## config.mk

```make
export PLATFORM = sky130hd
export DESIGN_NAME = ds_rr_arbiter
export DESIGN_NICKNAME = d
export VERILOG_FILES = /design/src/rtl/ds_rr_arbiter.sv
export SDC_FILE = /design/constraint.sdc
export NUM_CORES = 1
export LEC_CHECK = 0
export CAP_MARGIN = 20
export CORE_AREA = 2 2 41 81
export CTS_BUF_LIST = sky130_fd_sc_hd__clkbuf_8
export DETAILED_ROUTE_END_ITERATION = 16
export DIE_AREA = 0 0 43 83
export PLACE_DENSITY = 0.79
export SYNTH_ARGS = -nofsm -noshare
export SYNTH_HDL_FRONTEND = slang
export SYNTH_SLANG_ARGS = --single-unit
```

## constraint.sdc

```tcl
create_clock -name clk -period 2.75 [get_ports clk]
set_input_delay 0.6875 -clock clk [delete_from_list [all_inputs] [get_ports clk]]
set_output_delay 0.6875 -clock clk [all_outputs]
set_load 0.05 [all_outputs]
```

## src/rtl/ds_rr_arbiter.sv

```systemverilog
// Packet-aware round-robin arbiter for DataStream inputs.
// A packet keeps its grant until its eop beat; the output has one register stage.
module ds_rr_arbiter #(
    parameter  int unsigned WIDTH = 8,
    parameter  int unsigned PORTS = 4,
    localparam int unsigned SELW  = (PORTS > 1) ? $clog2(PORTS) : 1
) (
    input  logic                         reset,
    input  logic                         clk,
    input  logic [PORTS-1:0][WIDTH-1:0]  i_dat,
    input  logic [PORTS-1:0]             i_val,
    input  logic [PORTS-1:0]             i_eop,
    output logic [PORTS-1:0]             i_rdy,
    output logic [WIDTH-1:0]             o_dat,
    output logic                         o_val,
    output logic                         o_eop,
    output logic [SELW-1:0]              o_sel,
    input  logic                         o_rdy
);

    typedef enum logic {
        IDLE = 1'b0,
        BUSY = 1'b1
    } mode_e;

    mode_e            mode_q, mode_d;
    logic [SELW-1:0]  gnt_q, gnt_d;
    logic [SELW-1:0]  ptr_q, ptr_d;
    logic [WIDTH-1:0] o_dat_q, o_dat_d;
    logic             o_val_q, o_val_d;
    logic             o_eop_q, o_eop_d;
    logic [SELW-1:0]  o_sel_q, o_sel_d;

    logic             found_c;
    logic [SELW-1:0]  sel_c;
    logic [SELW-1:0]  cur_c;
    logic [SELW-1:0]  nxt_c;
    logic             cur_val_c;
    logic             stage_rdy_c;
    logic             xfer_c;

    // First valid port, searching upward from ptr with wrap-around
    always_comb begin
        int unsigned idx;
        found_c = 1'b0;
        sel_c   = '0;
        idx     = 0;
        for (int unsigned k = 0; k < PORTS; k++) begin
            idx = 32'(ptr_q) + k;
            if (idx >= PORTS) begin
                idx = idx - PORTS;
            end
            if (!found_c && i_val[SELW'(idx)]) begin
                found_c = 1'b1;
                sel_c   = SELW'(idx);
            end
        end
    end

    // Grant, ready generation, packet tracking and output stage load
    always_comb begin
        mode_d  = mode_q;
        gnt_d   = gnt_q;
        ptr_d   = ptr_q;
        o_dat_d = o_dat_q;
        o_val_d = o_val_q;
        o_eop_d = o_eop_q;
        o_sel_d = o_sel_q;
        i_rdy   = '0;

        stage_rdy_c = o_rdy | ~o_val_q;
        cur_c       = (mode_q == BUSY) ? gnt_q : sel_c;
        cur_val_c   = (mode_q == BUSY) ? i_val[gnt_q] : found_c;
        nxt_c       = (32'(cur_c) == PORTS - 1) ? '0 : cur_c + SELW'(1);

        // In BUSY the grant holds even through bubbles, so ready is offered regardless of valid
        if (reset && ((mode_q == BUSY) || found_c)) begin
            i_rdy[cur_c] = stage_rdy_c;
        end
        xfer_c = reset & cur_val_c & stage_rdy_c;

        if (stage_rdy_c) begin
            o_val_d = xfer_c;
            if (xfer_c) begin
                o_dat_d = i_dat[cur_c];
                o_eop_d = i_eop[cur_c];
                o_sel_d = cur_c;
            end
        end

        if (xfer_c) begin
            if (i_eop[cur_c]) begin
                mode_d = IDLE;
                ptr_d  = nxt_c;
            end else begin
                mode_d = BUSY;
                gnt_d  = cur_c;
            end
        end
    end

    always_ff @(posedge clk) begin
        if (!reset) begin
            mode_q  <= IDLE;
            gnt_q   <= '0;
            ptr_q   <= '0;
            o_dat_q <= '0;
            o_val_q <= 1'b0;
            o_eop_q <= 1'b0;
            o_sel_q <= '0;
        end else begin
            mode_q  <= mode_d;
            gnt_q   <= gnt_d;
            ptr_q   <= ptr_d;
            o_dat_q <= o_dat_d;
            o_val_q <= o_val_d;
            o_eop_q <= o_eop_d;
            o_sel_q <= o_sel_d;
        end
    end

    assign o_dat = o_dat_q;
    assign o_val = o_val_q;
    assign o_eop = o_eop_q;
    assign o_sel = o_sel_q;

endmodule
```

==> results of run 1 <==
[final timing paths]
kind | startpoint | end | cells after the start
worst max-delay path | i_val[0] | i_rdy[3] | 9
worst min-delay path | o_eop | o_eop | 2
worst max register to register | ptr_q[0] | ptr_q[1] | 7
worst min register to register | o_eop | o_eop | 2
[routing by layer]
layer  vias to the layer above  track usage [%]  share of wire [%]
met5                         -                0                  0
met4                         0             15.4                4.1
met3                        13             3.70                3.9
met2                        52             42.1                 60
met1                       585             19.8                 32
li1                        596                -                  -
[what timing repair did]
item	4_1_cts	5_1_grt
endpoints found under the setup margin	4	4
cloned	0	0
gates resized for setup	19	11
pin swaps	1	6
[worst max-delay path, cell delays in order]
cell	delay, ps
buf_6	100
or2b_1	150
a21boi_2	50
o41a_4	500
inv_4	100
ha_4	130
inv_2	40
nor2_4	120
buf_12	140
[cells in the final DEF (no fill, tap or decap), types with 4 or more instances in the layout]
| cell type | synthesis | final |
|---|---|---|
| nand2_1 | 7 | 7 |
| buf_12 | 0 | 6 |
| inv_1 | 8 | 4 |
| nand3_1 | 9 | 9 |
| mux2i_1 | 18 | 18 |
| inv_2 | 0 | 4 |
| clkdlybuf4s50_1 | 0 | 50 |
| buf_4 | 2 | 17 |
| o221ai_1 | 8 | 8 |
| nor2_1 | 8 | 4 |
| nor2_4 | 0 | 4 |
| nand2b_1 | 6 | 6 |
| dfxtp_1 | 17 | 17 |
[layout make-up]
type	count	area, µm²	share of cell area (%)
clock buffers	3	41.3	2.04
clock inverters	1	3.75	0.185
inverters	8	32.5	1.61
multi-input cells	91	806	39.8
flip-flops and latches	17	340	16.8
well taps	30	37.5	1.85
repair buffers	75	764	37.7
[report_power, final]
part	internal (mW)	leakage, nW	switching (mW)
Combinational	0.520	0.702	0.614
Sequential	0.322	0.141	0.0630
Clock	0.0994	0.0269	0.0911
[per-stage QoR]
step	cells	utilization [%]
2_1_floorplan	122	-
3_3_place_gp	221	66.5
3_5_place_dp	221	66.5
4_1_cts	225	67.6
5_1_grt	225	68.8
6_report	225	68.8
[flip-flops by register name, indices dropped and copies added, names as in the netlist]
register  cells
o_val         1
mode_q        1
o_sel         2
o_eop         1
o_dat         8
gnt_q         2
ptr_q         2
[kinds of logic after synthesis]
family	count (synthesis)
flip-flops	17
AO/OA/AOI/OAI	27
buffers and inverters	14
AND/OR/NAND/NOR	39
multiplexers	21
adder cells (fa/ha/maj)	4
==> results.tsv, run 1 <==
metric	value	unit
I/O pin count	59	
die width	43	µm
die area	0.00357	mm²
RePlAce Congestion	0.846	
maximum number of pins on one net before global-route repair	18	
largest family of logic cells by synthesized area	compound AO/OA/AOI/OAI gates	
total gr overflow	0	
number of vias per cell	5.54	
Fin. Hold Viols	0	
worst-skew pair later-pin latency	260	ps
number of remaining DRC errors	0	
Syn Inst Count	122	
Critical Path Fanout Max	6	
XOR/XNOR Fraction of Synth Area	0	%
initial antenna violation count	0	
Netlist cell types	34	
sequential share of the synthesized area	29.3	%
drt initial violations	28	
clock root buffer	clkbuf_8	
top-count cell post-synth	mux2i_1	
Min Hold Slack	459	ps
Area Growth Syn to Fin	74.3	%
Final nets	243	
multiplexer share of the synthesized area	19.8	%
status	complete, no violations	
Worst EP arrival	2020	ps
synthesized area	0.00116	mm²
first-pass GRT wire length	6070	µm
CTS sink cnt	17	
FFs w/ async S/R, synth	0	%
Yosys top cell by area	dfxtp_1	
Slew @ Worst Pin	537	ps
top cell type's share of synthesized area	29.3	%
Synth Area in Adders	4.31	%
Slew Limit Fails	0	
per-cell routed wire length	16.7	µm
TritonCTS clock tree	done	
Synth area leaders	dfxtp_1 (29%), mux2i_1 (16%), o221ai_1 (6.0%)	
P_leak	0.869	nW
fmax	0.369	GHz
share of post-route cells with drive strength above 1	27.2	%
gr usage total	22.4	%
DP HPWL	3090	µm
Compound-Gate Fraction of Synth Area	21.4	%
DRT Pass-1 Iters	4	
# port buffers	58	
Post-DP Area	0.00196	mm²
Post-Route WL	3760	µm
die height	83	µm
crit path kind	input port to output port	
Hold Crit Class	register to register	
hold buffer count at CTS	0	
final setup vio count	0	
Post-synth EDFFs	0	
initial core utilization	39.5	%
R2R setup slack	610	ps
pwr dens	844	mW/mm²
max cap viols	0	
vias in the first global route	1376	
Synth Register Bits	17	
Synth top cells by count	mux2i_1 (18), dfxtp_1 (17), nand3_1 (9)	
post-route cell area	0.00203	mm²
Setup crit end kind	output port	
CTS buffer count	3	
final setup TNS	0	ps
core area	0.00294	mm²
Vias	1246	
syn nets	169	
period utilisation layout	98.5	%
Setup Fix Bufs, Post-CTS	0	
Layout fillers	246	
simple-gate share of the synthesized area	18.7	%
Total Power	1.71	mW
CTS H-tree depth	1	
CTS max path bufs	2	
diode count	0	
Worst slew margin	64.1	%
startpoint types	input port	
post-route setup slack	41.1	ps
Mapped Avg Cell Area	9.53	µm²
skew final	0.933	ps
worst vdd ir	0.516	mV
Synth warnings	0	
shortest period the worst path allows	2710	ps
Synth Flop Type	dfxtp_1	
worst path required time	2060	ps
Rows	28	
Antenna Nets Post-Route	0	
Post-Place Setup Slack	-419	ps
clock slew at reported path FFs	70	ps
Power figures use the tool's default switching activity.
==> run 2, diff against run 1 <==
CAP_MARGIN = 10   (was 20)
CORE_AREA = 10 10 49 89   (was 2 2 41 81)
DIE_AREA = 0 0 59 99   (was 0 0 43 83)
==> run 2 against run 1 <==
Compared with the run above:
- global-route usage fell by 7.6 points
- clock power barely moved
- final cell count up 0.89%
- sequential power is 2% lower
- worst hold slack lost 2.4 ps
- via count decreased by 1.2%
- non-clock buffer count is 2 higher
- critical endpoint is now i_rdy[1]
==> results.tsv, run 2 (synthesis results as in run 1) <==
metric	value	unit	change
Hold Crit Class	register to register		
Final nets	245		+0.82%
DRT Pass-1 Iters	4		unchanged
Setup crit end kind	output port		
worst vdd ir	0.585	mV	+13%
CTS buffer count	3		unchanged
per-cell routed wire length	18.5	µm	+11%
shortest period the worst path allows	2690	ps	-15.4 ps
Worst EP arrival	2010	ps	about the same
pwr dens	850	mW/mm²	+0.71%
TritonCTS clock tree	done		
first-pass GRT wire length	6730	µm	+11%
Total Power	1.74	mW	+2.0%
vias in the first global route	1419		+3.1%
total gr overflow	0		unchanged
gr usage total	14.7	%	-7.6 points
drt initial violations	16		-43%
leading cell type in the layout, fill and taps excluded	clkdlybuf4s50_1		
max cap viols	0		unchanged
clock slew at reported path FFs	60	ps	about the same
Fin. Hold Viols	0		unchanged
die height	99	µm	+19%
worst-skew pair later-pin latency	260	ps	about the same
P_leak	0.883	nW	+1.6%
core area	0.00294	mm²	unchanged
Area Growth Syn to Fin	76.5	%	
worst path required time	2060	ps	about the same
Rows	28		unchanged
CTS H-tree depth	1		unchanged
Worst slew margin	63.0	%	-1.1 points
RSZ-0062 raised after global routing	false		
max reg flops	8		unchanged
Layout fillers	249		+1.2%
Slew @ Worst Pin	554	ps	+16.4 ps
number of remaining DRC errors	0		unchanged
CTS sink cnt	17		unchanged
Post-Route WL	4190	µm	+11%
fmax	0.371	GHz	+0.57%
Vias	1231		-1.2%
Critical Path Fanout Max	6		unchanged
number of vias per cell	5.42		-2.1%
most frequent cells in the layout	clkdlybuf4s50_1 (50), mux2i_1 (18), dfxtp_1 (17), buf_4 (17), nand3_1 (9)		
initial antenna violation count	0		unchanged
status	complete, no violations		
final core utilization	69.7	%	+0.89 points
crit path kind	input port to output port		
share of post-route cells with drive strength above 1	27.4	%	+0.23 points
startpoint types	input port		
Slew Limit Fails	0		unchanged
die width	59	µm	+37%
initial core utilization	39.5	%	unchanged
clock root buffer	clkbuf_8		
final setup vio count	0		unchanged
diode count	0		unchanged
DP HPWL	3470	µm	+12%
maximum number of pins on one net before global-route repair	18		unchanged
die area	0.00584	mm²	+64%
# port buffers	58		unchanged
CTS max path bufs	2		unchanged
hold buffer count at CTS	0		unchanged
I/O pin count	59		unchanged
skew final	10.1	ps	+9.16 ps
Antenna Nets Post-Route	0		unchanged
period utilisation layout	97.9	%	-0.56 points
RePlAce Congestion	0.870		+2.8%
==> run 2: cell types whose count changed in the layout (fill, tap and decap cells not counted), sizes merged <==
cell and change:
clkinv +1, inv -1, buf +2
==> run 2: routing by layer <==
metal	up-vias	global-route usage [%]	routed length, µm
li1	599	-	-
met5	-	0	0
met1	559	11.7	1380
met3	17	5.01	282
met2	56	27.0	2310
met4	0	11.4	224
==> run 2: repair_timing <==
action / 4_1_cts / 5_1_grt
setup buffers: 4 / 0
cloned: 0 / 0
setup endpoints to repair: 5 / 4
pin swaps: 5 / 3
gates resized for setup: 30 / 1
==> run 2: critical path: stages <==
cell	delay, ps
buf_4	110
nand2b_1	110
a21oi_1	70
o41a_4	510
inv_4	100
ha_4	130
inv_2	40
nor2_4	110
buf_12	140
==> run 2: path summary, 6_finish.rpt <==
| check | slack, ps | start | cells after the start | to |
|---|---|---|---|---|
| setup / recovery | 60 | i_val[1] | 9 | i_rdy[1] |
| hold / removal | 460 | o_eop | 2 | o_eop |
| setup reg to reg | 480 | ptr_q[0] | 8 | ptr_q[0] |
| hold reg to reg | 460 | o_eop | 2 | o_eop |
==> run 2: final cells by class <==
class / count / area (µm²) / area share (%)
clock buffers: 3 / 41.3 / 2.01
repair buffers: 77 / 793 / 38.7
inverters: 8 / 32.5 / 1.59
clock inverters: 1 / 5.00 / 0.244
multi-input cells: 91 / 802 / 39.1
flip-flops and latches: 17 / 340 / 16.6
well taps: 30 / 37.5 / 1.83
==> run 2: where the power goes <==
group	leakage [nW]	switching, mW	internal (mW)
sequential	0.141	0.0572	0.322
combinational	0.717	0.632	0.541
clock	0.0255	0.0913	0.101
==> run 2: per-stage QoR <==
step                instance area (µm²)  setup WS, ps  instances  TNS (ps)  hold WS, ps
global placement                   1940          -349        219     -2110          450
floorplan                          1200          1.78        122         0          472
detailed placement                 1940          -442        219     -3570          452
global route                       2050          1.63        227         0          482
CTS                                2050          6.90        227         0          461
finish                             2050          56.4        227         0          457
==> run 3, diff against run 2 <==
PLACE_DENSITY = 0.87   (was 0.79)
==> run 3 against run 2 <==
Compared with the run above:
- global-route usage fell by 0.55 points
- cell area fell by 0.79%
- sequential power increased by 1%
- final cell count is 0.44% lower
- clock power barely moved
- non-clock buffer count fell by 1
- highest routed layer unchanged
- via count grew 1.7%
- flip-flop and latch count unchanged
- first-iteration DRC count rose by 110%
- clock-buffer cell count did not move
- worst hold slack improved by 1.9 ps
==> results.tsv, run 3 (synthesis results as in run 1) <==
metric	value	unit	change
status	complete, no violations		
Layout fillers	248		-0.40%
Hold Crit Class	register to register		
final core utilization	69.2	%	-0.55 points
TritonCTS clock tree	done		
Critical Path Stages	9		unchanged
share of post-route cells with drive strength above 1	28.6	%	+1.2 points
pwr dens	843	mW/mm²	-0.74%
Slew @ Worst Pin	539	ps	-14.4 ps
RePlAce Congestion	0.875		+0.68%
DP HPWL	3530	µm	+1.7%
Worst slew margin	64.0	%	+1.0 points
diode count	0		unchanged
Antenna Nets Post-Route	0		unchanged
worst-skew pair later-pin latency	260	ps	about the same
vias in the first global route	1378		-2.9%
M1 WL	1370	µm	-0.29%
total gr overflow	0		unchanged
fmax	0.369	GHz	-0.57%
die area	0.00584	mm²	unchanged
Critical Path Slowest Stage Cell	o41a_4		
startpoint types	input port		
post-route setup slack	41.1	ps	-15.4 ps
period utilisation layout	98.5	%	+0.56 points
CTS H-tree depth	1		unchanged
crit path kind	input port to output port		
hold buffer count at CTS	0		unchanged
per-cell routed wire length	18.4	µm	-0.47%
clock slew at reported path FFs	70	ps	about the same
final setup TNS	0	ps	unchanged
most frequent cells in the layout	clkdlybuf4s50_1 (50), mux2i_1 (18), buf_4 (17)		
Final nets	244		-0.41%
core area	0.00294	mm²	unchanged
Critical Path Fanout Max	6		unchanged
met3 WL	212	µm	-25%
CTS max path bufs	2		unchanged
P_leak	0.872	nW	-1.3%
Buf/Inv on CP	4		unchanged
final cell count without fillers	226		-0.44%
Post-Place Setup Slack	-432	ps	+10.0 ps
max cap viols	0		unchanged
I/O pin count	59		unchanged
Rows	28		unchanged
slowest stage delay, CP	510	ps	about the same
final setup vio count	0		unchanged
RSZ-0062 raised after global routing	true		
Post-Route WL	4160	µm	-0.91%
DRT Pass-1 Iters	4		unchanged
Setup crit end kind	output port		
drt initial violations	34		+18
die height	99	µm	unchanged
leading cell type in the layout, fill and taps excluded	clkdlybuf4s50_1		
Worst EP arrival	2020	ps	about the same
initial antenna violation count	0		unchanged
die width	59	µm	unchanged
Slew Limit Fails	0		unchanged
worst path required time	2060	ps	about the same
first-pass GRT wire length	6670	µm	-1.0%
R2R cell count	7		-1
gr usage total	14.2	%	-0.55 points
Area Growth Syn to Fin	75.1	%	
CTS buffer count	3		unchanged
highest metal used	met4		
max reg flops	8		unchanged
number of vias per cell	5.54		+2.2%
Vias	1252		+1.7%
clock root buffer	clkbuf_8		
Min Hold Slack	459	ps	+1.88 ps
maximum number of pins on one net before global-route repair	18		unchanged
Fin. Hold Viols	0		unchanged
skew final	3.17	ps	-6.92 ps
Hold Path Stages	2		unchanged
# port buffers	58		unchanged
placed cells	221		+0.91%
CP Cell Sequence	buf_6, or2b_1, a21boi_2, o41a_4, inv_6, ha_4, inv_2, nor2_4, buf_12		
CP top delay family	compound AO/OA/AOI/OAI gates		
initial core utilization	39.5	%	unchanged
met2 WL	2430	µm	+5.0%
number of remaining DRC errors	0		unchanged
CTS sink cnt	17		unchanged
shortest period the worst path allows	2710	ps	+15.4 ps
worst vdd ir	0.509	mV	-13%
run 3: final timing paths:
| path | startpoint | to | slack, ps |
|---|---|---|---|
| setup reg to reg | ptr_q[0] | ptr_q[1] | 640 |
| hold reg to reg | o_eop | o_eop | 460 |
| setup / recovery | i_val[0] | i_rdy[3] | 40 |
| hold / removal | o_eop | o_eop | 460 |
run 3: timing repair:
| item | CTS | global route |
|---|---|---|
| pin swaps | 2 | 6 |
| setup buffers | 1 | 0 |
| gates resized for setup | 22 | 9 |
| gates cloned | 0 | 0 |
| endpoints found under the setup margin | 4 | 3 |
run 3: layer usage:
metal | up-vias | global-route usage, %
met5 | - | 0
met4 | 0 | 5.68
met3 | 10 | 3.47
met2 | 43 | 28.0
met1 | 599 | 12.4
li1 | 600 | -
run 3: cell type report:
type	count	area, µm²	area share, %
inverter	8	35.0	1.72
clock inverter	1	5.00	0.246
multi-input combinational	91	806	39.6
clock buffer	3	41.3	2.03
timing repair buffer	76	769	37.8
tap	30	37.5	1.84
sequential	17	342	16.8
run 3: metrics by stage:
stage | total power, mW | cell area, µm²
6_report | 1.72 | 2040
5_1_grt | 1.81 | 2040
4_1_cts | 1.70 | 2010
3_5_place_dp | 1.48 | 1960
3_3_place_gp | 1.44 | 1960
2_1_floorplan | 1.09 | 1200
run 3: report_power, final:
group | internal, mW | switching, mW
clock | 0.101 | 0.0916
sequential | 0.323 | 0.0609
combinational | 0.519 | 0.621
total | 0.944 | 0.773
run 3: worst min-delay path: stages (launching register included):
cell and delay [ps]:
dfxtp_1 310, nand2_1 50, a21boi_1 50
==> RTL change, RTL diff (config.mk and constraints of run 1) <==
The parameter `WIDTH` goes from 8 to 10.
--- a/src/rtl/ds_rr_arbiter.sv
+++ b/src/rtl/ds_rr_arbiter.sv
@@ -1,7 +1,7 @@
 // Packet-aware round-robin arbiter for DataStream inputs.
 // A packet keeps its grant until its eop beat; the output has one register stage.
 module ds_rr_arbiter #(
-    parameter  int unsigned WIDTH = 8,
+    parameter  int unsigned WIDTH = 10,
     parameter  int unsigned PORTS = 4,
     localparam int unsigned SELW  = (PORTS > 1) ? $clog2(PORTS) : 1
 ) (
Interface: changed (resized i_dat and o_dat); port bits go from 59 to 69. No check against the original RTL was run, so the function may have changed too.
==> RTL change against run 1 <==
  * Sequential cell count is 2 higher
  * Die area stayed put
  * Global-route usage is 6.9 points higher
  * Sequential power is 16% higher
  * Design area is 17% higher
  * Routed wire length is 34% higher
  * Area after synthesis is 19% higher
  * Clock power is 4% higher
  * Setup slack worse by 0.016 ns
  * Register-to-register slack better by 0.04 ns
  * Non-clock buffer count is 18 higher
  * Total power is 55% higher
  * Critical endpoint is now i_rdy[1]
==> RTL change: results (changes against run 1) <==
[metrics] Synth Area in Adders: 0.009083 (-0.03397)
[metrics] nets@finish: 307 (+26%)
[metrics] drt first-iter violations: 57 (+100%)
[metrics] max-slew headroom at the worst pin: 0.6336 (-0.007460)
[metrics] post-synthesis mux area share: 0.03815 (-0.1599)
[metrics] Overall Global Routing Usage: 0.2926 (+0.06907)
[metrics] number of cells produced by synthesis: 171 (+40%)
[metrics] total of buffers placed on input and output ports: 68 (+17%)
[metrics] area taken by multi-input logic gates: 954.7 um2 (+18%)
[metrics] number of multi-input combinational cells: 131 (+44%)
[metrics] inverters: 7 (-1)
[metrics] kind of cell adding the most delay to the critical path: simple AND/OR/NAND/NOR gates
[metrics] xor/xnor cell area share of the yosys netlist: 0 (unchanged)
[metrics] global-route wire length before repair: 8155 um (+34%)
[metrics] sequential portion of the cell area: 0.1598 (-0.008173)
[metrics] CP arrival: 2.04 ns (+0.02 ns)
[metrics] run status: finished clean
[metrics] top area cells in the synthesized netlist: sky130_fd_sc_hd__dfxtp_1 28%, sky130_fd_sc_hd__a211oi_1 11%, sky130_fd_sc_hd__and3_1 9.5%
[metrics] count of filler cells inserted in the layout: 194 (-21%)
[metrics] Slowest cell on crit path: sky130_fd_sc_hd__a311o_1
[metrics] Yosys cell types: 39 (+15%)
[metrics] share of cells above drive strength 1: 0.2283 (-0.04345)
[metrics] via-per-instance ratio: 6.000 (+8.3%)
[metrics] dpl cell area: 2296 um2 (+17%)
[metrics] Synthesized Nets: 223 (+32%)
[metrics] Resized cells post-CTS: 20 (+1)
[metrics] part of the Yosys area used for sequential elements: 0.2761 (-0.01668)
[metrics] slowest stage delay, CP: 0.35 ns (-0.15 ns)
[metrics] top post-synthesis cells by count: 21 x sky130_fd_sc_hd__and3_1, 20 x sky130_fd_sc_hd__a211oi_1, 19 x sky130_fd_sc_hd__dfxtp_1, 12 x sky130_fd_sc_hd__o31ai_1, 10 x sky130_fd_sc_hd__nand3_1
[metrics] number of cells in the design after placement: 276 (+25%)
[metrics] final sequential cell count: 19 (+2)
[metrics] non-clock buffer contribution to total cell area: 0.3906 (+0.01325)
[metrics] final weighted congestion of routability-driven global placement: 0.8837 (+4.5%)
[metrics] wire length per cell after detailed routing: 17.76 um (+6.2%)
[metrics] Max rail drop VDD: 0.0009366 V (+81%)
[metrics] maximum number of pins on one net before global-route repair: 25 (+7)
[metrics] clock-cell share of area: 0.01945 (-0.002783)
[metrics] Pleak: 0.9753 nW (+12%)
[metrics] area fraction in compound gates after synthesis: 0.3288 (+0.1146)
[metrics] number of global-route vias before repair: 1782 (+30%)
[metrics] placed wire-length estimate after detailed placement: 3881 um (+26%)
[metrics] Non-clk bufs: 93 (+24%)
[metrics] via count: 1704 (+37%)
[metrics] post-CTS setup-driven buffer insertion count: 2 (+2)
[metrics] worst slack at placement: -0.4979 ns (-0.07857 ns)
[metrics] core occupancy in the finished layout: 0.8087 (+0.1203)
[metrics] commonest register cell after synthesis: sky130_fd_sc_hd__dfxtp_1
[metrics] flip-flop count of the largest register, all copies and words added: 10 (+2)
RTL change: tightest hold or removal path: stages, from the launching register on:
cell	delay, ns
sky130_fd_sc_hd__dfxtp_1	0.32
sky130_fd_sc_hd__nand2_1	0.05
sky130_fd_sc_hd__a21boi_1	0.05
RTL change: worst paths after layout:
check	cells after the start	start	to	slack [ns]
min reg2reg	2	o_eop	o_eop	0.46
max reg2reg	8	ptr_q[1]	ptr_q[1]	0.65
max	8	i_val[3]	i_rdy[1]	0.03
min	2	o_eop	o_eop	0.46
RTL change: where the power goes:
group / switching (W) / internal (W)
Sequential: 0.0000676 / 0.000379
Combinational: 0.00117 / 0.000835
Clock: 0.0000977 / 0.000101
Total: 0.00134 / 0.00131
RTL change: routing by layer:
| metal | vias up | wire [um] | global-route usage |
|---|---|---|---|
| met4 | 0 | 193 | 0.1543 |
| li1 | 827 | - | - |
| met3 | 18 | 218 | 0.03478 |
| met5 | - | 0 | 0 |
| met2 | 61 | 2912 | 0.5510 |
| met1 | 798 | 1720 | 0.2910 |
